$ cat config.mk
export PLATFORM = sky130hd
export DESIGN_NAME = opc_mem_bridge
export DESIGN_NICKNAME = d
export VERILOG_FILES = /design/src/rtl/opc_mem_bridge.sv
export SDC_FILE = /design/constraint.sdc
export NUM_CORES = 1
export LEC_CHECK = 0
export BUFFER_PORTS_ARGS = -buffer_cell sky130_fd_sc_hd__buf_2
export CAP_MARGIN = 20
export CORE_MARGIN = 2
export CORE_UTILIZATION = 53
export CTS_CLUSTER_SIZE = 30
export DETAILED_ROUTE_END_ITERATION = 7
export PLACE_DENSITY = 0.89
export SETUP_SLACK_MARGIN = 0.15
export SLEW_MARGIN = 40
export SYNTH_ARGS = -nofsm -noshare
export SYNTH_HDL_FRONTEND = slang
export SYNTH_SLANG_ARGS = --single-unit
$ cat constraint.sdc
create_clock -name clk -period 2.75 [get_ports clk]
set_input_delay 0.6875 -clock clk [delete_from_list [all_inputs] [get_ports clk]]
set_output_delay 0.6875 -clock clk [all_outputs]
set_load 0.02 [all_outputs]
$ cat src/rtl/opc_mem_bridge.sv
// opc_mem_bridge
//   Bridges a simple CPU request/ready interface onto an 8-bit multiplexed
//   address/data bus. The high address latch (addr[10:8]) is only refreshed
//   when the page differs from the one last latched.
//
// Ports
//   clk, rst_n        clock (rising edge), asynchronous active-low reset
//   cpu_req           transfer request, sampled only in IDLE
//   cpu_addr[10:0]    byte address
//   cpu_rnw           1 = read, 0 = write
//   cpu_wdata[7:0]    write data
//   cpu_rdata[7:0]    read data, held until the next read completes
//   cpu_ready         one-cycle transfer-complete pulse
//   ext_ad_in[7:0]    multiplexed bus, input path
//   ext_ad_out[7:0]   multiplexed bus, output path
//   ext_ad_oe[7:0]    per-bit output enable (always 00 or FF)
//   ext_ale, ext_ahi  address-latch enable, high/low latch select
//   ext_rd_n, ext_wr_n active-low strobes
module opc_mem_bridge #(
    parameter int WAIT_STATES = 1
) (
    input  logic        clk,
    input  logic        rst_n,
    input  logic        cpu_req,
    input  logic [10:0] cpu_addr,
    input  logic        cpu_rnw,
    input  logic [7:0]  cpu_wdata,
    output logic [7:0]  cpu_rdata,
    output logic        cpu_ready,
    input  logic [7:0]  ext_ad_in,
    output logic [7:0]  ext_ad_out,
    output logic [7:0]  ext_ad_oe,
    output logic        ext_ale,
    output logic        ext_ahi,
    output logic        ext_rd_n,
    output logic        ext_wr_n
);

    localparam logic [2:0] WS_INIT = 3'(WAIT_STATES);

    typedef enum logic [2:0] {
        S_IDLE,
        S_ALE_HI,
        S_ALE_LO,
        S_ACCESS,
        S_DONE
    } state_t;

    state_t      state, state_nxt;
    logic [10:0] addr_q;
    logic        rnw_q;
    logic [7:0]  wdata_q;
    logic [2:0]  hi_page;
    logic        hi_valid;
    logic [2:0]  wait_cnt;
    logic [7:0]  rdata_q;
    logic        page_hit;

    // Compared against the live input: on the capturing edge this is the
    // very address being latched.
    assign page_hit  = hi_valid && (cpu_addr[10:8] == hi_page);
    assign cpu_rdata = rdata_q;

    always_ff @(posedge clk or negedge rst_n) begin
        if (!rst_n) state <= S_IDLE;
        else        state <= state_nxt;
    end

    always_ff @(posedge clk or negedge rst_n) begin
        if (!rst_n) begin
            addr_q   <= '0;
            rnw_q    <= 1'b0;
            wdata_q  <= '0;
            hi_page  <= '0;
            hi_valid <= 1'b0;
            wait_cnt <= '0;
            rdata_q  <= '0;
        end else begin
            case (state)
                S_IDLE: begin
                    if (cpu_req) begin
                        addr_q  <= cpu_addr;
                        rnw_q   <= cpu_rnw;
                        wdata_q <= cpu_wdata;
                    end
                end
                S_ALE_HI: begin
                    hi_page  <= addr_q[10:8];
                    hi_valid <= 1'b1;
                end
                S_ALE_LO: wait_cnt <= WS_INIT;
                S_ACCESS: begin
                    if (wait_cnt != 3'd0)
                        wait_cnt <= wait_cnt - 3'd1;
                    else if (rnw_q)
                        rdata_q <= ext_ad_in;
                end
                default: ;
            endcase
        end
    end

    always_comb begin
        state_nxt  = state;
        cpu_ready  = 1'b0;
        ext_ad_out = 8'h00;
        ext_ad_oe  = 8'h00;
        ext_ale    = 1'b0;
        ext_ahi    = 1'b0;
        ext_rd_n   = 1'b1;
        ext_wr_n   = 1'b1;
        case (state)
            S_IDLE: begin
                if (cpu_req) state_nxt = page_hit ? S_ALE_LO : S_ALE_HI;
            end
            S_ALE_HI: begin
                ext_ad_out = {5'b0, addr_q[10:8]};
                ext_ad_oe  = 8'hFF;
                ext_ale    = 1'b1;
                ext_ahi    = 1'b1;
                state_nxt  = S_ALE_LO;
            end
            S_ALE_LO: begin
                ext_ad_out = addr_q[7:0];
                ext_ad_oe  = 8'hFF;
                ext_ale    = 1'b1;
                state_nxt  = S_ACCESS;
            end
            S_ACCESS: begin
                if (rnw_q) begin
                    ext_rd_n = 1'b0;
                end else begin
                    ext_wr_n   = 1'b0;
                    ext_ad_out = wdata_q;
                    ext_ad_oe  = 8'hFF;
                end
                if (wait_cnt == 3'd0) state_nxt = S_DONE;
            end
            S_DONE: begin
                cpu_ready = 1'b1;
                state_nxt = S_IDLE;
            end
            default: state_nxt = S_IDLE;
        endcase
    end

endmodule

Word level (Yosys, flattened, before mapping)
Index checks and enable logic that the tools add are counted.

word-level totals
  flip-flop bits (word level) = 38
  bits in latches = 0
  bits in writable memories = 0
  bits in read-only memories = 0
  input bits = 31
  output and inout bits = 29
  logic and storage cells = 45
  memories kept = 0

cells by class
  $add $sub $neg = 1
  multipliers = 0
  div/mod/pow operators = 0
  $lt $le $gt $ge = 0
  equality and inequality tests = 8
  shifts and indexed selects = 0
  multiplexer cells = 17
  bitwise gates (word level) = 1
  reduce and logical (&&, ||, !) cells = 10

operator list
  operator             count
  $pmux 8 s3           1
  $mux 8               2
  $pmux 8 s2           1
  $pmux 3 s4           1
  $mux 3               3
  $mux 1               7
  $eq 3x2->1 const B   2
  $logic_not 3->1      2
  $ne 2x2->1 const B   3
  $pmux 3 s2           1
  $reduce_and 2->1     3
  $eq 3x1->1 const B   1
  $eq 3x3->1           1
  $eq 3x3->1 const B   1
  $reduce_and 3->1     1
  $reduce_bool 3->1    1
  $sub 3x1->3 const B  1
  $mux 2               1
  $reduce_bool 2->1    1
  $reduce_or 2->1      1
  $logic_and 1x1->1    1
  $not 1->1            1

Longest topological paths before layout
Gate-level depths: netlist of run 1.

  depth after elaboration = 5
  gate-level depth with buffers = 7
  gate-level depth less buffers = 6

Worst setup path before layout of run 1
Ideal clock, no wire load.

  path kind = reg-to-output
  start = register state[2]
  end = output port ext_ad_oe[1]
  data arrival time = 1621 ps
  required time = 2062 ps
  slack = 441 ps
  stages on the path, launching flop included = 5
  buffers on the path = 2
  cell sequence = dfrtp_1 -> buf_2 -> nand3b_1 -> o22ai_1 -> buf_4

between the ends
  word-level cells in the longest chain between the ends = 3
  elaborated cells on any way between the ends = 5
  classes of those cells = 3 x eq/ne; 1 x mux; 1 x reduce/logical

RTL lines
  item                                      RTL line  source
  start, declared                           49        state_t state, state_nxt;
  start signal, assigned                    66        else state <= state_nxt;
  $eq 3x2->1 or $eq 3x1->1 (tied branches)  112       case (state)
  $reduce_or 2->1 (no line)                 -
  $pmux 8 s2 (*)                            112
  end, declared                             32        output logic [7:0] ext_ad_oe,

Every way passes the cells marked *; elsewhere a longest branch is shown, timed or not.

Worst setup path after layout of run 1
  start = register state[0]
  end = output port ext_ad_out[1]

between the ends
  word-level cells in the longest chain between the ends = 2
  elaborated cells on any way between the ends = 4
  classes of those cells = 3 x eq/ne; 1 x mux

RTL lines
  item                                      RTL line  source
  $eq 3x2->1 or $eq 3x1->1 (tied branches)  112
  $pmux 8 s3 (*)                            112
  end, declared                             31        output logic [7:0] ext_ad_out,

Marks and branches as above.

==> out/metrics.yaml, run 1 <==
status:
  outcome: "finished clean"
final_layout:
  fill_cells: 231
  nets: 224
  synthToLayoutAreaGrowth_pct: 22.1
  drive_gt1_share_pct: 58.9
  multi_input_area_um2: 743
  fin_util_pct: 69.7
  diodes: 0
  seqCellArea_um2: 955
global_route:
  grt_pass1_vias: 1209
  antenna_found_initial: 0
  grt_max_degree: 39
  grt_pass1_wl_um: 5690
  track_usage_pct: 21.0
  overflow: 0
synthesis:
  synth_commonest_cells: "dfrtp_1 (38), mux2_2 (30), a22o_1 (10)"
  seq_area_frac_synth_pct: 53.7
  ys_types: 32
  synth_ff_type: "dfrtp_1"
  synthMuxAreaShare_pct: 19.7
  synthXorXnorAreaFrac_pct: 1.98
  synth.yosys.warnings: 0
  synth_top_area_share_pct: 53.7
  synth_top_family_by_area: "multiplexers"
  synth_seq_cells: 38
  synth_edf_count: 0
  synth.net_count: 165
  synth_adder_area_share_pct: 1.41
  synth-compound-area-share_pct: 9.61
  async_flop_share_pct: 100
  ys_top_cells_by_area: "dfrtp_1 (54%), mux2_2 (19%), a22o_1 (4.9%)"
  synth_area_um2: 1770
  synth_top_cell_by_area: "dfrtp_1"
  syn_avg_cell_area_um2: 13.4
  syn_inst: 132
  synth-simple-area-share_pct: 7.77
  yosysMostFrequentCell: "dfrtp_1"
route:
  wl_um: 3550
  drt_pass1_iterations: 4
  viasPerCell: 5.37
  drt.antenna.violating_nets: 0
  vias: 1256
  wl_per_cell_um: 15.2
  drcViolationCount: 0
  drtIter0Drc: 27
critical_path:
  worstReg2RegEnd: "wdata_q[6]"
  crit_start: "state[0]"
  reg2reg_from: "state[2]"
  reg2regPathDepth: 3
  crit_arrival_ps: 1740
  ff2ff_setup_slack_ps: 840
  setup.worst_path.end: "ext_ad_out[1]"
  critPathKind: "reg2out"
  path_max_fanout: 15
  crit_path_end_kind: "primary output"
  worstPathRequired_ps: 2060
  cp-start-kind: "flip-flop"
placed_design:
  preCtsSetupSlack_ps: 437
  dp_hpwl_um: 2680
  gp_congestion: 0.720
  place.port_buffers: 59
power_and_ir_drop:
  power.leakage_nw: 1.05
  p_per_area_nw_per_um2: 1370
  report.power.total_mw: 2.95
  ir_worst_vdd_v: 0.000752
floorplanning:
  fp.dieArea_um2: 3820
  start_util_pct: 57.1
  row_count: 20
  die_y_um: 61.8
  coreArea_um2: 3100
  ios: 60
  die_w_um: 61.8
timing:
  final_max_slew_viol_count: 0
  fin_tns_setup_ps: 0
  period_share_pct: 88.4
  worst_slew_pin_slew_ps: 547
  relSlewSlack_pct: 63.4
  rsz0062_at_grt: "no"
  skew_ps: 10.1
  period_needed_ps: 2430
  fmax_ghz: 0.411
  setup_ws_ps: 318
  setup_viol: 0
  hold_viol: 0
clock_network:
  cts_tree: "built"
  cts_max_path_buffers: 2
  clk_pin_slew_worst_paths_ps: 110
  clock-sinks: 38
  insertion_delay_ps: 340
  htreeDepth: 2
  cts_inserted_buffers: 5
  cts-root-buf: "clkbuf_4"
hold_path:
  min_path_type: "in2async"
flow_run:
  cap_violations: 0
-- worst min path at each step --
stage	startpoint	end	cells after the start
floorplan	rst_n	addr_q[0]	0
global placement	hi_valid	hi_valid	1
detailed placement	hi_valid	hi_valid	1
CTS	rst_n	wdata_q[5]	1
global route	rst_n	wdata_q[5]	1
finish	rst_n	wdata_q[5]	1
-- placed cells by master, fill, tap and decap left out, drive strengths merged --
master | netlist | layout
nand2b | 1 | 1
a31o | 1 | 1
and2 | 1 | 1
nand3b | 1 | 1
inv | 4 | 4
ha | 2 | 2
nor2 | 4 | 4
clkbuf | 1 | 6
a21o | 3 | 3
buf | 12 | 65
nor3b | 2 | 2
o31ai | 2 | 2
a311o | 1 | 1
a22o | 10 | 10
or2 | 1 | 1
mux2 | 31 | 31
dfrtp | 38 | 38
nor3 | 1 | 1
o32a | 1 | 1
xnor2 | 4 | 4
o22ai | 1 | 1
and4b | 1 | 1
nand4 | 1 | 1
nand2 | 4 | 4
nand4b | 1 | 1
nor4b | 1 | 1
a21oi | 2 | 2
-- metal layers --
metal	GRT usage, %	up-vias	wire (um)
met2	35.2	35	1910
li1	-	586	-
met4	9.12	0	37
met5	0	-	0
met1	25.4	631	1440
met3	6.00	4	165
-- report_power, final --
group / switching (mW) / total [mW] / leakage, nW / internal (mW)
clock network: 0.165 / 0.280 / 0.0302 / 0.115
logic: 0.876 / 1.61 / 0.568 / 0.731
registers: 0.237 / 1.07 / 0.449 / 0.831
total: 1.28 / 2.95 / 1.05 / 1.68
-- registers in the layout, summed over array words and instances (netlist names) --
signal and cells:
cpu_rdata 8, addr_q 11, hi_valid 1, hi_page 3, wdata_q 8, state 3, rnw_q 1, wait_cnt 3
-- per-stage QoR --
step / std cells / hold WS [ps] / area [um^2]
2_1_floorplan: 132 / 392 / 1770
3_3_place_gp: 223 / 456 / 2050
3_5_place_dp: 223 / 457 / 2050
4_1_cts: 229 / 445 / 2110
5_1_grt: 234 / 311 / 2160
6_report: 234 / 292 / 2160
-- area by class of cell --
type / count / area share [%]
well taps: 44 / 2.55
flip-flops and latches: 38 / 44.2
multi-input cells: 77 / 34.4
clock buffers: 6 / 2.37
inverters: 4 / 0.694
repair buffers: 65 / 15.9
-- critical path, cell delays in order (launching register included) --
cell and delay (ps):
dfrtp_2 570, nor3b_4 400, a22o_1 200, a21o_1 90, buf_2 150
-- what timing repair did --
item	in CTS	in global routing
setup endpoints to repair	8	17
resized for setup	2	4
hold buffers	0	0
buffers inserted	0	5
pin swaps	0	2
-- cells by family after synthesis --
family / Yosys count
buf+inv: 17
xor+xnor: 4
mux: 31
compound gates: 21
flops: 38
fa+ha+maj: 2
simple gates: 19
Note: power is estimated with default switching activity, not from simulation.
==> inputs of run 2 (changes only) <==
--- a/config.mk
+++ b/config.mk
@@ -7,7 +7,7 @@
 export LEC_CHECK = 0
 export BUFFER_PORTS_ARGS = -buffer_cell sky130_fd_sc_hd__buf_2
 export CAP_MARGIN = 20
-export CORE_MARGIN = 2
+export CORE_MARGIN = 3
 export CORE_UTILIZATION = 53
 export CTS_CLUSTER_SIZE = 30
 export DETAILED_ROUTE_END_ITERATION = 7
==> constraint.sdc (replaced) <==
create_clock -name clk -period 2.75 [get_ports clk]
set_input_delay 0.4125 -clock clk [delete_from_list [all_inputs] [get_ports clk]]
set_output_delay 0.4125 -clock clk [all_outputs]
set_load 0.02 [all_outputs]
==> out/metrics.yaml, run 2 (synthesis gave the netlist of run 1 again) <==
clock_network:
  cts-root-buf: "clkbuf_4"
  cts_setup_buffers: 0  # unchanged
  cts_max_path_buffers: 2  # unchanged
  cts_inserted_buffers: 5  # unchanged
  hold_buffers: 0  # unchanged
  ctsResizeCount: 0  # -2
  cts_tree: "built"
  clock-sinks: 38  # unchanged
  clk_pin_slew_worst_paths_ps: 110  # about the same
  insertion_delay_ps: 330  # about the same
  htreeDepth: 2  # unchanged
critical_path:
  crit_path_end_kind: "primary output"
  crit_arrival_ps: 1960  # +220 ps
  reg2regPathDepth: 3  # unchanged
  max_stage_delay_ps: 620  # +50 ps
  path_cells: "nor3b_2, a22o_1, a21o_1, buf_2"
  crit_family: "flip-flops"
  critPathKind: "reg2out"
  slowest_stage: "dfrtp_1"
  cp-start-kind: "flip-flop"
  critical_path_cell_count: 4  # unchanged
  worstPathRequired_ps: 2340  # +280 ps
  cp_num_buf_inv: 1  # unchanged
  path_max_fanout: 11  # -4
  ff2ff_setup_slack_ps: 710  # -130 ps
final_layout:
  drive_gt1_share_pct: 55.6  # -3.3 points
  largest-register: "addr_q"
  fill_cells: 237  # +2.6%
  layout_commonest_cell: "buf_2"
  nets: 219  # -2.2%
  diodes: 0  # unchanged
  synthToLayoutAreaGrowth_pct: 19.3
  largest_reg_flops: 11  # unchanged
  layout_common_cells: "buf_2 (58), dfrtp_1 (38), mux2_2 (30), a22o_1 (10), clkbuf_4 (5)"
power_and_ir_drop:
  p_comb_share_pct: 53.1  # -1.3 points
  p_clk_share_pct: 10.3  # +0.8 points
  power.leakage_nw: 1.02  # -2.2%
  pwr-share-seq_pct: 36.6  # +0.5 points
  ir_worst_vdd_v: 0.000707  # -6.1%
  p_int_mw: 1.62  # -3.3%
  swShare_pct: 43.4  # +0.12 points
  p_sw_mw: 1.24  # -2.8%
  p_per_area_nw_per_um2: 1360  # -0.77%
timing:
  period_share_pct: 86.3  # -2.1 points
  holdWs_ps: 18.6  # -273 ps
  hold_viol: 0  # unchanged
  setup_viol: 0  # unchanged
  period_needed_ps: 2370  # -57.9 ps
  fmax_ghz: 0.421  # +2.4%
  worst_slew_pin_slew_ps: 639  # +92.9 ps
  final_max_slew_viol_count: 0  # unchanged
  rsz0062_at_grt: "no"
  fin_tns_setup_ps: 0  # unchanged
  relSlewSlack_pct: 57.2  # -6.2 points
  skew_ps: 5.92  # -4.17 ps
global_route:
  overflow: 0  # unchanged
  track_usage_pct: 18.2  # -2.8 points
  antenna_found_initial: 0  # unchanged
  grt_max_degree: 39  # unchanged
  grt_pass1_vias: 1274  # +5.4%
  grt_pass1_wl_um: 5710  # +0.37%
route:
  vias: 1212  # -3.5%
  drtIter0Drc: 23  # -15%
  drt_pass1_iterations: 4  # unchanged
  viasPerCell: 5.25  # -2.2%
  drcViolationCount: 0  # unchanged
  drt.antenna.violating_nets: 0  # unchanged
  wl_um: 3340  # -5.9%
  wl_per_cell_um: 14.5  # -4.7%
hold_path:
  min_path_type: "in2async"
floorplanning:
  coreArea_um2: 3130  # +0.81%
  die_y_um: 63.8  # +3.2%
  fp.dieArea_um2: 4070  # +6.6%
  ios: 60  # unchanged
  start_util_pct: 56.6  # -0.46 points
  die_w_um: 63.8  # +3.2%
  row_count: 20  # unchanged
placed_design:
  dp_hpwl_um: 2550  # -5.2%
  place.port_buffers: 59  # unchanged
  gp_congestion: 0.706  # -2.0%
flow_run:
  cap_violations: 0  # unchanged
status:
  outcome: "finished clean"
[run 2: layout make-up]
class                      count  area (um^2)  area share (%)
sequential                    38          951            45.0
clock inverter                 1         5.00           0.237
inverter                       4         15.0           0.711
tap                           44         55.1            2.61
timing repair buffer          60          305            14.5
clock buffer                   7         55.1            2.61
multi-input combinational     77          726            34.4
[run 2: worst register-to-register path, delay by kind of cell, from the launching register on]
kind	cells	cell delay, ps
flip-flops	1	580
AND/OR/NAND/NOR	1	670
buffers and inverters	1	330
multiplexers	1	360
[run 2: final timing paths]
kind                              from            end
setup reg to reg              state[0]      addr_q[4]
max in group asynchronous        rst_n   cpu_rdata[7]
hold reg to reg               hi_valid       hi_valid
setup / recovery              state[1]  ext_ad_out[2]
hold / removal                   rst_n     wdata_q[6]
min in group clk           cpu_addr[6]      addr_q[6]
[run 2: layer usage]
layer / global-route usage (%) / wire length, um / vias up
met2: 30.6 / 1730 / 40
met5: 0 / 0 / -
met1: 20.7 / 1350 / 587
met3: 6.50 / 184 / 10
met4: 8.09 / 71 / 0
li1: - / - / 575
[run 2: through the flow]
step / cells / utilization (%) / setup slack (ps) / power, mW / instance area [um^2]
finish: 231 / 67.5 / 376 / 2.86 / 2110
global route: 231 / 67.5 / 197 / 3.06 / 2110
CTS: 231 / 67.4 / 346 / 2.89 / 2110
global placement: 223 / 65.5 / 741 / 2.53 / 2050
floorplan: 132 / - / 716 / 2.29 / 1770
detailed placement: 223 / 65.5 / 737 / 2.59 / 2050
[run 2: power groups by stage]
stage / combinational, mW / sequential, mW / clock [mW]
CTS: 1.54 / 1.05 / 0.306
finish: 1.52 / 1.05 / 0.296
global placement: 1.50 / 1.03 / 0
global route: 1.64 / 1.09 / 0.332
detailed placement: 1.53 / 1.06 / 0
floorplan: 1.25 / 1.04 / 0
==> inputs of run 3 (changes only) <==
--- a/config.mk
+++ b/config.mk
@@ -5,6 +5,7 @@
 export SDC_FILE = /design/constraint.sdc
 export NUM_CORES = 1
 export LEC_CHECK = 0
+export ABC_AREA = 1
 export BUFFER_PORTS_ARGS = -buffer_cell sky130_fd_sc_hd__buf_2
 export CAP_MARGIN = 20
 export CORE_MARGIN = 3
==> out/metrics.yaml, run 3 <==
status:
  outcome: "complete, but fails checks"
  violations: "negative hold slack"
floorplanning:
  fp.dieArea_um2: 4090  # +0.46%
  start_util_pct: 56.9  # +0.28 points
  ios: 60  # unchanged
  row_count: 20  # unchanged
  coreArea_um2: 3130  # unchanged
  die_y_um: 63.9  # +0.23%
  die_w_um: 63.9  # +0.23%
clock_network:
  ctsResizeCount: 0  # unchanged
  cts_inserted_buffers: 5  # unchanged
  cts_tree: "built"
  clock-sinks: 38  # unchanged
  cts_max_path_buffers: 2  # unchanged
  insertion_delay_ps: 360  # +30 ps
  hold_buffers: 0  # unchanged
  htreeDepth: 2  # unchanged
  cts-root-buf: "clkbuf_4"
  cts_setup_buffers: 0  # unchanged
  clk_pin_slew_worst_paths_ps: 120  # about the same
timing:
  worst_slew_pin_slew_ps: 657  # +18.1 ps
  final_max_slew_viol_count: 0  # unchanged
  period_share_pct: 81.1  # -5.2 points
  rsz0062_at_grt: "no"
  hold_viol: 18  # +18
  setup_viol: 0  # unchanged
  fmax_ghz: 0.448  # +6.4%
  setup_ws_ps: 520  # +143 ps
  fin_tns_setup_ps: 0  # unchanged
  skew_ps: 6.88  # +0.956 ps
  holdWs_ps: -14.8  # -33.4 ps
  period_needed_ps: 2230  # -143 ps
  relSlewSlack_pct: 56.1  # -1.1 points
synthesis:
  synth_top_area_share_pct: 53.4  # -0.26 points
  synth_edf_count: 0  # unchanged
  synth_commonest_cells: "nand2_1 (77), dfrtp_1 (38), inv_1 (27)"
  async_flop_share_pct: 100  # unchanged
  syn_avg_cell_area_um2: 8.24  # -39%
  synth_top_cell_by_area: "dfrtp_1"
  synth_area_um2: 1780  # +0.49%
  yosysMostFrequentCell: "nand2_1"
  synth_ff_type: "dfrtp_1"
  ys_types: 19  # -41%
  syn_inst: 216  # +64%
  synth.yosys.warnings: 0  # unchanged
  synth.net_count: 249  # +51%
  seq_area_frac_synth_pct: 53.4  # -0.26 points
  synth_seq_cells: 38  # unchanged
  ys_top_cells_by_area: "dfrtp_1 (53%), nand2_1 (16%), nand3_1 (6.5%)"
global_route:
  antenna_found_initial: 0  # unchanged
  overflow: 0  # unchanged
  track_usage_pct: 18.3  # +0.044 points
  grt_pass1_wl_um: 5750  # +0.72%
  grt_pass1_vias: 1351  # +6.0%
  grt_max_degree: 39  # unchanged
placed_design:
  place.port_buffers: 59  # unchanged
  place_inst: 305  # +37%
  dp_hpwl_um: 2590  # +1.9%
  preCtsSetupSlack_ps: 920  # +183 ps
  gp_congestion: 0.805  # +14%
  dpl-instance-area_um2: 2050  # -0.12%
final_layout:
  largest-register: "addr_q"
  drive_gt1_share_pct: 27.5  # -28 points
  synthToLayoutAreaGrowth_pct: 19.8
  diodes: 0  # unchanged
  design_area_um2: 2130  # +0.95%
  layout_commonest_cell: "nand2_1"
  layout_common_cells: "nand2_1 (77), buf_2 (58), dfrtp_1 (38), inv_1 (27), nand3_1 (23)"
  layout.cells.non_filler: 313  # +35%
  nets: 301  # +37%
  largest_reg_flops: 11  # unchanged
route:
  vias: 1517  # +25%
  drcViolationCount: 0  # unchanged
  drtIter0Drc: 88  # +280%
  wl_per_cell_um: 11.1  # -23%
  drt.antenna.violating_nets: 0  # unchanged
  drt_pass1_iterations: 5  # +1
  wl_um: 3460  # +3.7%
  viasPerCell: 4.85  # -7.6%
power_and_ir_drop:
  report.power.total_mw: 2.70  # -5.6%
  p_per_area_nw_per_um2: 1270  # -6.5%
  power.leakage_nw: 1.24  # +21%
  ir_worst_vdd_v: 0.000611  # -13%
critical_path:
  critPathKind: "reg2out"
  path_max_fanout: 9  # -2
  crit_path_end_kind: "primary output"
  cp-start-kind: "flip-flop"
  worstPathRequired_ps: 2340  # about the same
  crit_arrival_ps: 1820  # -140 ps
hold_path:
  min_path_type: "in2async"
flow_run:
  cap_violations: 0  # unchanged
[run 3: cells by family after synthesis]
logic type / Yosys count / share of synthesized area (%)
simple gates: 111 / 26.4
compound gates: 23 / 7.66
fa+ha+maj: 2 / 1.41
flops: 38 / 53.4
buf+inv: 42 / 11.0
[run 3: stage by stage]
stage | utilization (%) | hold slack [ps]
6_report | 68.2 | -14.8
5_1_grt | 68.2 | 22.0
4_1_cts | 68.1 | 150
3_5_place_dp | 65.4 | 459
3_3_place_gp | 65.4 | 453
2_1_floorplan | - | 117
[run 3: cell type report]
| type | instances | area [um^2] |
|---|---|---|
| timing repair buffer | 60 | 305 |
| clock buffer | 5 | 37.5 |
| tap | 44 | 55.1 |
| sequential | 38 | 951 |
| clock inverter | 3 | 45.0 |
| multi-input combinational | 136 | 637 |
| fill | 266 | 996 |
| inverter | 27 | 101 |
[run 3: power by group]
part           switching (mW)  internal [mW]  total, mW
combinational           0.908          0.447       1.36
sequential              0.147          0.817      0.964
clock                   0.192          0.191      0.383
total                    1.25           1.45       2.70
[run 3: critical path, stage by stage (launching register included)]
cell	delay (ps)
dfrtp_1	410
inv_1	130
nand3_2	110
nor2_2	340
inv_1	100
nand2_1	170
buf_2	200
[run 3: worst paths after layout]
path,startpoint,endpoint,slack (ps),depth (start not counted)
setup reg to reg,state[0],addr_q[8],1030,5
setup / recovery,state[2],ext_ad_oe[4],520,6
hold / removal,rst_n,cpu_rdata[4],-10,1
hold reg to reg,wdata_q[7],wdata_q[7],480,2
min in group clk,cpu_addr[6],addr_q[6],280,3
max in group asynchronous,rst_n,state[0],2440,1
[run 3: metal layers]
layer / vias to the layer above / GRT usage, % / share of wire, %
met5: - / 0 / 0
met4: 0 / 6.47 / 1.8
met3: 6 / 5.27 / 8.0
met2: 56 / 30.3 / 47
met1: 674 / 22.5 / 43
li1: 781 / - / -
